[config.mk]
export PLATFORM = sky130hd
export DESIGN_NAME = nv_nvdla_pdp_rdma_eg_pipe_pn_flat
export DESIGN_NICKNAME = d
export VERILOG_FILES = /design/src/rtl/nv_nvdla_pdp_rdma_eg_pipe_pn_if.sv /design/src/rtl/nv_nvdla_pdp_rdma_eg_pipe_pn.sv /design/src/flat_wrapper.sv
export SDC_FILE = /design/constraint.sdc
export NUM_CORES = 1
export LEC_CHECK = 0
export BUFFER_PORTS_ARGS = -buffer_cell sky130_fd_sc_hd__buf_2
export CAP_MARGIN = 20
export CORE_AREA = 3 3 405 407
export DETAILED_ROUTE_END_ITERATION = 8
export DIE_AREA = 0 0 408 410
export GPL_TIMING_DRIVEN = 0
export PLACE_DENSITY_LB_ADDON = 0.25
export RECOVER_POWER = 100
export SETUP_SLACK_MARGIN = 0.5
export SKIP_CTS_REPAIR_TIMING = 1
export SYNTH_ARGS = -nofsm -noshare
export SYNTH_HDL_FRONTEND = slang
export SYNTH_SLANG_ARGS = --single-unit
[constraint.sdc]
create_clock -name nvdla_core_clk_i -period 33.6 [get_ports nvdla_core_clk_i]
set_input_delay 6.72 -clock nvdla_core_clk_i [delete_from_list [all_inputs] [get_ports nvdla_core_clk_i]]
set_output_delay 6.72 -clock nvdla_core_clk_i [all_outputs]
set_load 0.05 [all_outputs]
[src/rtl/nv_nvdla_pdp_rdma_eg_pipe_pn_if.sv]
// ---------------------------------------------------------------------------
// nv_nvdla_pdp_rdma_eg_pipe_pn_if
//   Valid/ready bundle for the PDP RDMA egress read-response pipe.
//   Upstream side : in_valid / in_ready / in_pd
//   Downstream    : out_valid / out_ready / out_pd
//   master : the environment around the pipe. It drives the upstream beat and
//            the downstream ready.
//   slave  : the pipe itself.
// ---------------------------------------------------------------------------
interface nv_nvdla_pdp_rdma_eg_pipe_pn_if #(
  parameter int WIDTH = 514
);
  logic             in_valid;
  logic             in_ready;
  logic [WIDTH-1:0] in_pd;
  logic             out_valid;
  logic             out_ready;
  logic [WIDTH-1:0] out_pd;

  modport master (
    output in_valid, in_pd, out_ready,
    input  in_ready, out_valid, out_pd
  );

  modport slave (
    input  in_valid, in_pd, out_ready,
    output in_ready, out_valid, out_pd
  );
endinterface

[src/rtl/nv_nvdla_pdp_rdma_eg_pipe_pn.sv]
// ---------------------------------------------------------------------------
// nv_nvdla_pdp_rdma_eg_pipe_pn
//   Valid/ready pipe stage on the mcif->pdp read-response path. It is built
//   as a DEPTH-entry circular buffer. in_ready is derived only from the
//   registered occupancy, so there is no combinational out_ready->in_ready
//   path. The stage sustains one beat per cycle for any DEPTH >= 2. A beat
//   appears on the output one cycle after it is accepted, at the earliest.
//
// Ports
//   nvdla_core_clk_i  core clock, all state on rising edge
//   nvdla_core_rst_i  synchronous reset, active high
//   pipe              slave modport: in_valid/in_ready/in_pd, out_valid/out_ready/out_pd
//   pipe_cnt_o        occupancy 0..DEPTH (forced 0 during reset)
//   pipe_afull_o      pipe_cnt >= AFULL_TH (forced 0 during reset)
//   pipe_flush_i      only with NVDLA_PDP_RDMA_PIPE_FLUSH_EN. It discards the
//                     buffered beats and keeps the payload RAM contents.
//
// Optional feature macro: NVDLA_PDP_RDMA_PIPE_FLUSH_EN
// ---------------------------------------------------------------------------
module nv_nvdla_pdp_rdma_eg_pipe_pn #(
  parameter  int WIDTH    = 514,
  parameter  int DEPTH    = 2,
  parameter  int AFULL_TH = DEPTH - 1,
  localparam int CW       = $clog2(DEPTH + 1)
) (
  input  logic                                nvdla_core_clk_i,
  input  logic                                nvdla_core_rst_i,
  nv_nvdla_pdp_rdma_eg_pipe_pn_if.slave       pipe,
  output logic [CW-1:0]                       pipe_cnt_o,
  output logic                                pipe_afull_o
`ifdef NVDLA_PDP_RDMA_PIPE_FLUSH_EN
  ,
  input  logic                                pipe_flush_i
`endif
);

  localparam int            PW       = (DEPTH > 1) ? $clog2(DEPTH) : 1;
  localparam logic [CW-1:0] DEPTH_C  = CW'(DEPTH);
  localparam logic [CW-1:0] AFULL_C  = CW'(AFULL_TH);
  localparam logic [PW-1:0] PTR_LAST = PW'(DEPTH - 1);

  // payload storage, intentionally not reset
  logic [WIDTH-1:0] mem_q [DEPTH];

  logic [PW-1:0] wr_ptr_q, wr_ptr_d;
  logic [PW-1:0] rd_ptr_q, rd_ptr_d;
  logic [CW-1:0] cnt_q,    cnt_d;

  logic flush;
  logic in_rdy, out_vld;
  logic push, pop;

`ifdef NVDLA_PDP_RDMA_PIPE_FLUSH_EN
  assign flush = pipe_flush_i;
`else
  assign flush = 1'b0;
`endif

  // Ready/valid depend only on registered count plus the reset/flush inputs.
  // Ready does not look at out_ready, so a pop in a full cycle frees the
  // slot. Ready rises only in the next cycle.
  assign in_rdy  = !nvdla_core_rst_i && !flush && (cnt_q < DEPTH_C);
  assign out_vld = !nvdla_core_rst_i && (cnt_q != '0);

  assign push = pipe.in_valid && in_rdy;
  assign pop  = out_vld && pipe.out_ready;

  assign pipe.in_ready  = in_rdy;
  assign pipe.out_valid = out_vld;
  assign pipe.out_pd    = mem_q[rd_ptr_q];

  assign pipe_cnt_o   = nvdla_core_rst_i ? '0 : cnt_q;
  assign pipe_afull_o = !nvdla_core_rst_i && (cnt_q >= AFULL_C);

  always_comb begin
    wr_ptr_d = wr_ptr_q;
    rd_ptr_d = rd_ptr_q;
    cnt_d    = cnt_q + CW'(push) - CW'(pop);
    // Wrap explicitly, because DEPTH need not be a power of two.
    if (push) wr_ptr_d = (wr_ptr_q == PTR_LAST) ? '0 : wr_ptr_q + PW'(1);
    if (pop)  rd_ptr_d = (rd_ptr_q == PTR_LAST) ? '0 : rd_ptr_q + PW'(1);
    // A pop during the flush cycle still transfers the head beat.
    // Everything left behind is dropped.
    if (flush) begin
      wr_ptr_d = '0;
      rd_ptr_d = '0;
      cnt_d    = '0;
    end
  end

  always_ff @(posedge nvdla_core_clk_i) begin
    if (nvdla_core_rst_i) begin
      wr_ptr_q <= '0;
      rd_ptr_q <= '0;
      cnt_q    <= '0;
    end else begin
      wr_ptr_q <= wr_ptr_d;
      rd_ptr_q <= rd_ptr_d;
      cnt_q    <= cnt_d;
    end
  end

  // push is already gated off by reset and flush through in_rdy
  always_ff @(posedge nvdla_core_clk_i) begin
    if (push) mem_q[wr_ptr_q] <= pipe.in_pd;
  end

endmodule

[src/flat_wrapper.sv]
// flat-port wrapper written by rule: the top's interface ports become plain ports
module nv_nvdla_pdp_rdma_eg_pipe_pn_flat 
#(
  parameter  int WIDTH    = 514,
  parameter  int DEPTH    = 2,
  parameter  int AFULL_TH = DEPTH - 1,
  localparam int CW       = $clog2(DEPTH + 1)
)
  (nvdla_core_clk_i, nvdla_core_rst_i, pipe_cnt_o, pipe_afull_o, pipe_in_valid, pipe_in_pd, pipe_out_ready, pipe_in_ready, pipe_out_valid, pipe_out_pd);
  nv_nvdla_pdp_rdma_eg_pipe_pn_if #(.WIDTH(WIDTH)) pipe_i ();
  input  logic nvdla_core_clk_i;
  input  logic nvdla_core_rst_i;
  output logic [CW-1:0] pipe_cnt_o;
  output logic pipe_afull_o;
  input wire logic [$bits(pipe_i.in_valid)-1:0] pipe_in_valid;
  input wire logic [$bits(pipe_i.in_pd)-1:0] pipe_in_pd;
  input wire logic [$bits(pipe_i.out_ready)-1:0] pipe_out_ready;
  output wire logic [$bits(pipe_i.in_ready)-1:0] pipe_in_ready;
  output wire logic [$bits(pipe_i.out_valid)-1:0] pipe_out_valid;
  output wire logic [$bits(pipe_i.out_pd)-1:0] pipe_out_pd;
  assign pipe_i.in_valid = pipe_in_valid;
  assign pipe_i.in_pd = pipe_in_pd;
  assign pipe_i.out_ready = pipe_out_ready;
  assign pipe_in_ready = pipe_i.in_ready;
  assign pipe_out_valid = pipe_i.out_valid;
  assign pipe_out_pd = pipe_i.out_pd;
  nv_nvdla_pdp_rdma_eg_pipe_pn #(.WIDTH(WIDTH), .DEPTH(DEPTH), .AFULL_TH(AFULL_TH)) u_core (.nvdla_core_clk_i(nvdla_core_clk_i), .nvdla_core_rst_i(nvdla_core_rst_i), .pipe(pipe_i), .pipe_cnt_o(pipe_cnt_o), .pipe_afull_o(pipe_afull_o));
endmodule
---- Yosys cells after proc, flatten, opt, wreduce, memory -nomap -nowiden ----
Memory sizes are Yosys's and may differ from the RTL's. A register that Yosys moved wholly into a read port is not among the register bits.
Index checks and enable logic that the tools add are counted.
operators by class
  magnitude comparators ................... 2
  add/subtract/negate cells ............... 4
  mux-type cells .......................... 7
  reductions and logical operators ........ 7
operators with widths
  kind                 number
  $mux 1               6
  $logic_and 1x1->1    5
  $add 1x1->1 const B  2
  $add 2x1->2          1
  $ge 2x1->1 const B   1
  $lt 2x2->1 const B   1
  $mux 2               1
  $reduce_bool 2->1    1
  $sub 2x1->2          1
  $logic_not 1->1      1
storage, ports and cells
  flip-flop bits (word level) ............. 4
  memories kept ........................... 1
  word-level logic and storage cells ...... 24
  bits in writable memories ............... 1028
  bits of input ports ..................... 518
memory list
  name          depth  bits a word  rd ports  clocked after memory_dff  wr ports  line                                RTL
  u_core.mem_q  2      514          1         1                         1         nv_nvdla_pdp_rdma_eg_pipe_pn.sv:43  logic [WIDTH-1:0] mem_q [DEPTH];

---- Longest topological paths before layout ----
  depth in word-level cells ............... 5
  depth in mapped cells ................... 8

---- Worst setup path before layout ----
Ideal clock, no wire load.
  path type ............................... input-to-reg
  start ................................... input port nvdla_core_rst_i
  end ..................................... memory u_core.mem_q[0][0] (enable)
  slack ................................... 1946 ps
  arrival ................................. 30189 ps
  stages .................................. 3
  buffers on the path ..................... 0
  data required time ...................... 32135 ps
  cells stage by stage .................... nor2_1 and2_1 nor2b_1
on the way
  cells in the longest elaborated chain, start to end .. 5
RTL lines
  what                          line                                 RTL
  start, declared               flat_wrapper.sv:12                   input logic nvdla_core_rst_i;
  $logic_not 1->1               nv_nvdla_pdp_rdma_eg_pipe_pn.sv:62   assign in_rdy = !nvdla_core_rst_i && !flush && (cnt_q < DEPTH_C);
  $logic_and 1x1->1             nv_nvdla_pdp_rdma_eg_pipe_pn.sv:62
  $logic_and 1x1->1             nv_nvdla_pdp_rdma_eg_pipe_pn.sv:65   assign push = pipe.in_valid && in_rdy;
  named net u_core.push         nv_nvdla_pdp_rdma_eg_pipe_pn.sv:51   logic push, pop;
  $mux 1                        nv_nvdla_pdp_rdma_eg_pipe_pn.sv:105  if (push) mem_q[wr_ptr_q] <= pipe.in_pd;
  $mux 1 (implied by the code)  nv_nvdla_pdp_rdma_eg_pipe_pn.sv:105
  end, declared                 nv_nvdla_pdp_rdma_eg_pipe_pn.sv:43
The timed path passes the listed nets, and every way through them passes these cells.

---- Final worst setup path ----
  start ................................... input port nvdla_core_rst_i
  end ..................................... memory u_core.mem_q[1][246] (enable)
on the way
  cells in the longest elaborated chain, start to end .. 5
RTL lines
  what                          line
  $logic_not 1->1               nv_nvdla_pdp_rdma_eg_pipe_pn.sv:62
  $logic_and 1x1->1             nv_nvdla_pdp_rdma_eg_pipe_pn.sv:62
  $logic_and 1x1->1             nv_nvdla_pdp_rdma_eg_pipe_pn.sv:65
  $mux 1                        nv_nvdla_pdp_rdma_eg_pipe_pn.sv:105
  $mux 1 (implied by the code)  nv_nvdla_pdp_rdma_eg_pipe_pn.sv:105
No other way between the ends.

==> results.cfg <==
[status]
status = complete, but fails checks
violations = max-capacitance violations, max-slew violations

[cts]
insertion_delay_ns = 0.71
cts_buffers = 117
root_buffer = clkbuf_16
clockBufferDepth = 3
clock-sinks = 1033
cts_tree = built
clk_pin_slew_worst_paths_ns = 0.06
htree_levels = 3

[sta]
setup_viol = 0
hold_viol = 0
grt_setup_unrepaired = no
finalCritPeriodShare_pct = 52.11
fin_skew_ns = 0.03803
setup_tns_ns = 0
relSlewSlack_pct = -135.3
slew_viol_final = 914
worst_slew_pin_slew_ns = 3.530
period_needed_ns = 17.51
hold_ws_ns = 0.4999
fmax_mhz = 57.12

[grt]
grt_pass1_wl_um = 165000
grt_pass1_vias = 20890
grt_max_degree = 61
antenna_found_initial = 98
grt.total_usage_pct = 14.10
grt-ovfl-total = 0

[layout]
n_fill_cell = 16090
areaGrowthSynthToFinish_pct = 26.58
post-route-util_pct = 31.03
stdcell_count = 5102
nets = 3335
layout-drive-gt1-share_pct = 35.80
stdcell_area_um2 = 49820

[setup_path]
crit_chain = clkbuf_1 -> nor2_1 -> and3_1 -> clkbuf_1 -> clkbuf_1 -> clkbuf_1 -> clkbuf_1
endpoint_kind = flip-flop
path_common_cell = clkbuf_1
worstSetupStartpoint = nvdla_core_rst_i
setup.worst_path.start_class = input port
path_delay_family = buffers and inverters
worstPathRequired_ns = 33.80
crit_fanout = 60
r2r-start = u_core.cnt_q[1]$_SDFF_PP0_
slowest_stage = clkbuf_1
path_class = input port to flip-flop
worstPathArrival_ns = 17.71
critical_path.max_stage_delay_ns = 2.60
crit_buf_inv = 5

[logic_synthesis]
syn-num-nets = 2148
ys_ff_latch = 1033
synth.distinct_cells = 17
yosysWarningCount = 0
yosysTopAreaCellShare_pct = 78.43
yosysTopAreaCell = edfxtp_1
synth-async-reset-ratio_pct = 0
syn-instance-count = 1628
synth-edff-count = 1028
yosys-top-cells-count = 1028 x edfxtp_1, 460 x mux2_4, 55 x mux2_2, 30 x buf_8, 22 x buf_6
synthesis.area_um2 = 39360
synth.most_common_cell = edfxtp_1
avgSynthCellArea_um2 = 24.18
synthTopCellsByArea = edfxtp_1 78%, mux2_4 18%, mux2_2 1.6%, buf_8 1.1%, buf_6 0.63%
ys_seq_area_share_pct = 78.68
ys.flop_type = edfxtp_1

[routing]
route.detailed.drc = 0
detail_route.vias_per_cell = 3.935
first_pass_iters = 4
ant_nets = 0
post_drt_wl_per_cell_um = 23.99
vias = 20080
drt_iter0_drc = 938
drt_wl_total_um = 122400

[die]
num_rows = 147
core_um2 = 160600
die_w_um = 408
io_pins = 1037
die-area_um2 = 167300
start_util_pct = 24.51
dieHeight_um = 410

[worst_hold_path]
hp-class = flip-flop to flip-flop
hp-start = u_core.rd_ptr_q$_SDFFE_PP0P_

[placed_design]
dp_cells = 4856
gp_congestion = 0.7704
io_buffers = 1036
dpl_cell_area_um2 = 48000
post-dp-hpwl_um = 94420

[pwr]
peakVddDrop_mv = 0.04991
leakagePower_nw = 17.14
power.density_nw_per_um2 = 74.49

[flow_run]
cap_viol_max_count = 26
==> worst paths after layout <==
check                                   endpoint  slack (ns)  depth (start not counted)
hold reg to reg                        flip-flop        0.50                          2
hold / removal                         flip-flop        0.50                          2
setup reg to reg  u_core.mem_q[1][246]$_DFFE_PP_       21.99                          6
setup / recovery  u_core.mem_q[1][246]$_DFFE_PP_       16.09                          7
==> kinds of logic (layout without fill, tap and decap cells) <==
group	after synthesis	after routing	synth area share (%)
AO/OA/AOI/OAI	1	1	0.01270
adder cells (fa/ha/maj)	2	2	0.06357
multiplexers	515	515	19.12
buffers and inverters	60	1340	1.876
AND/OR/NAND/NOR	14	14	0.1780
other	0	34	0
flip-flops	1033	1033	78.68
XOR/XNOR	3	3	0.06677
==> state kept, by name, indices dropped and copies added, names as in the netlist, named ones only <==
register,count
u_core.mem_q,1028
u_core.cnt_q,2
u_core.rd_ptr_q,1
u_core.wr_ptr_q,1
==> tightest hold or removal path, delay by kind of cell (launching register included) <==
family	cells	cell delay (ns)
xor+xnor	1	0.08
flops	1	0.32
simple gates	1	0.07
==> layout by cell type (no fill, tap or decap), types with 12 or more instances in the layout <==
cell	netlist	routed
mux2_2	55	53
mux2_1	0	12
edfxtp_1	1028	1028
buf_2	5	378
clkbuf_16	0	119
diode_2	0	34
mux2_4	460	450
clkinv_2	0	18
clkbuf_1	0	771
clkinv_1	0	25
==> per-layer routing <==
metal	part of all wire (%)	up-vias	global-route usage [%]
met2	50	757	24.54
met5	0.57	-	0
met3	13	259	8.674
li1	-	8968	-
met1	34	9984	14.23
met4	2.3	108	3.324
==> report_power, final <==
group	total (mW)	internal, mW	switching, mW
Combinational	0.936	0.253	0.683
Clock	1.24	0.726	0.514
Sequential	1.54	1.52	0.0168
Total	3.71	2.50	1.21
==> layout make-up <==
| type | count | area (um2) | area share, % |
|---|---|---|---|
| Clock inverter | 65 | 654.4 | 1.313 |
| Inverter | 2 | 7.507 | 0.01507 |
| Tap cell | 2160 | 2703 | 5.425 |
| Antenna cell | 34 | 85.08 | 0.1708 |
| Sequential cell | 1033 | 30970 | 62.16 |
| Timing Repair Buffer | 1068 | 4482 | 8.996 |
| Clock buffer | 147 | 3083 | 6.188 |
| Multi-Input combinational cell | 535 | 7615 | 15.28 |
| Buffer | 58 | 221.5 | 0.4445 |
==> metrics by stage <==
| stage | power, mW | setup slack, ns |
|---|---|---|
| after detailed placement | 2.587 | 19.14 |
| after CTS | 3.856 | 19.14 |
| after global placement | 2.695 | -15.24 |
| after floorplan | 2.367 | 1.946 |
| final | 3.711 | 16.09 |
| after global routing | 3.861 | 14.83 |
No activity file was read; power rests on OpenSTA's default activity.
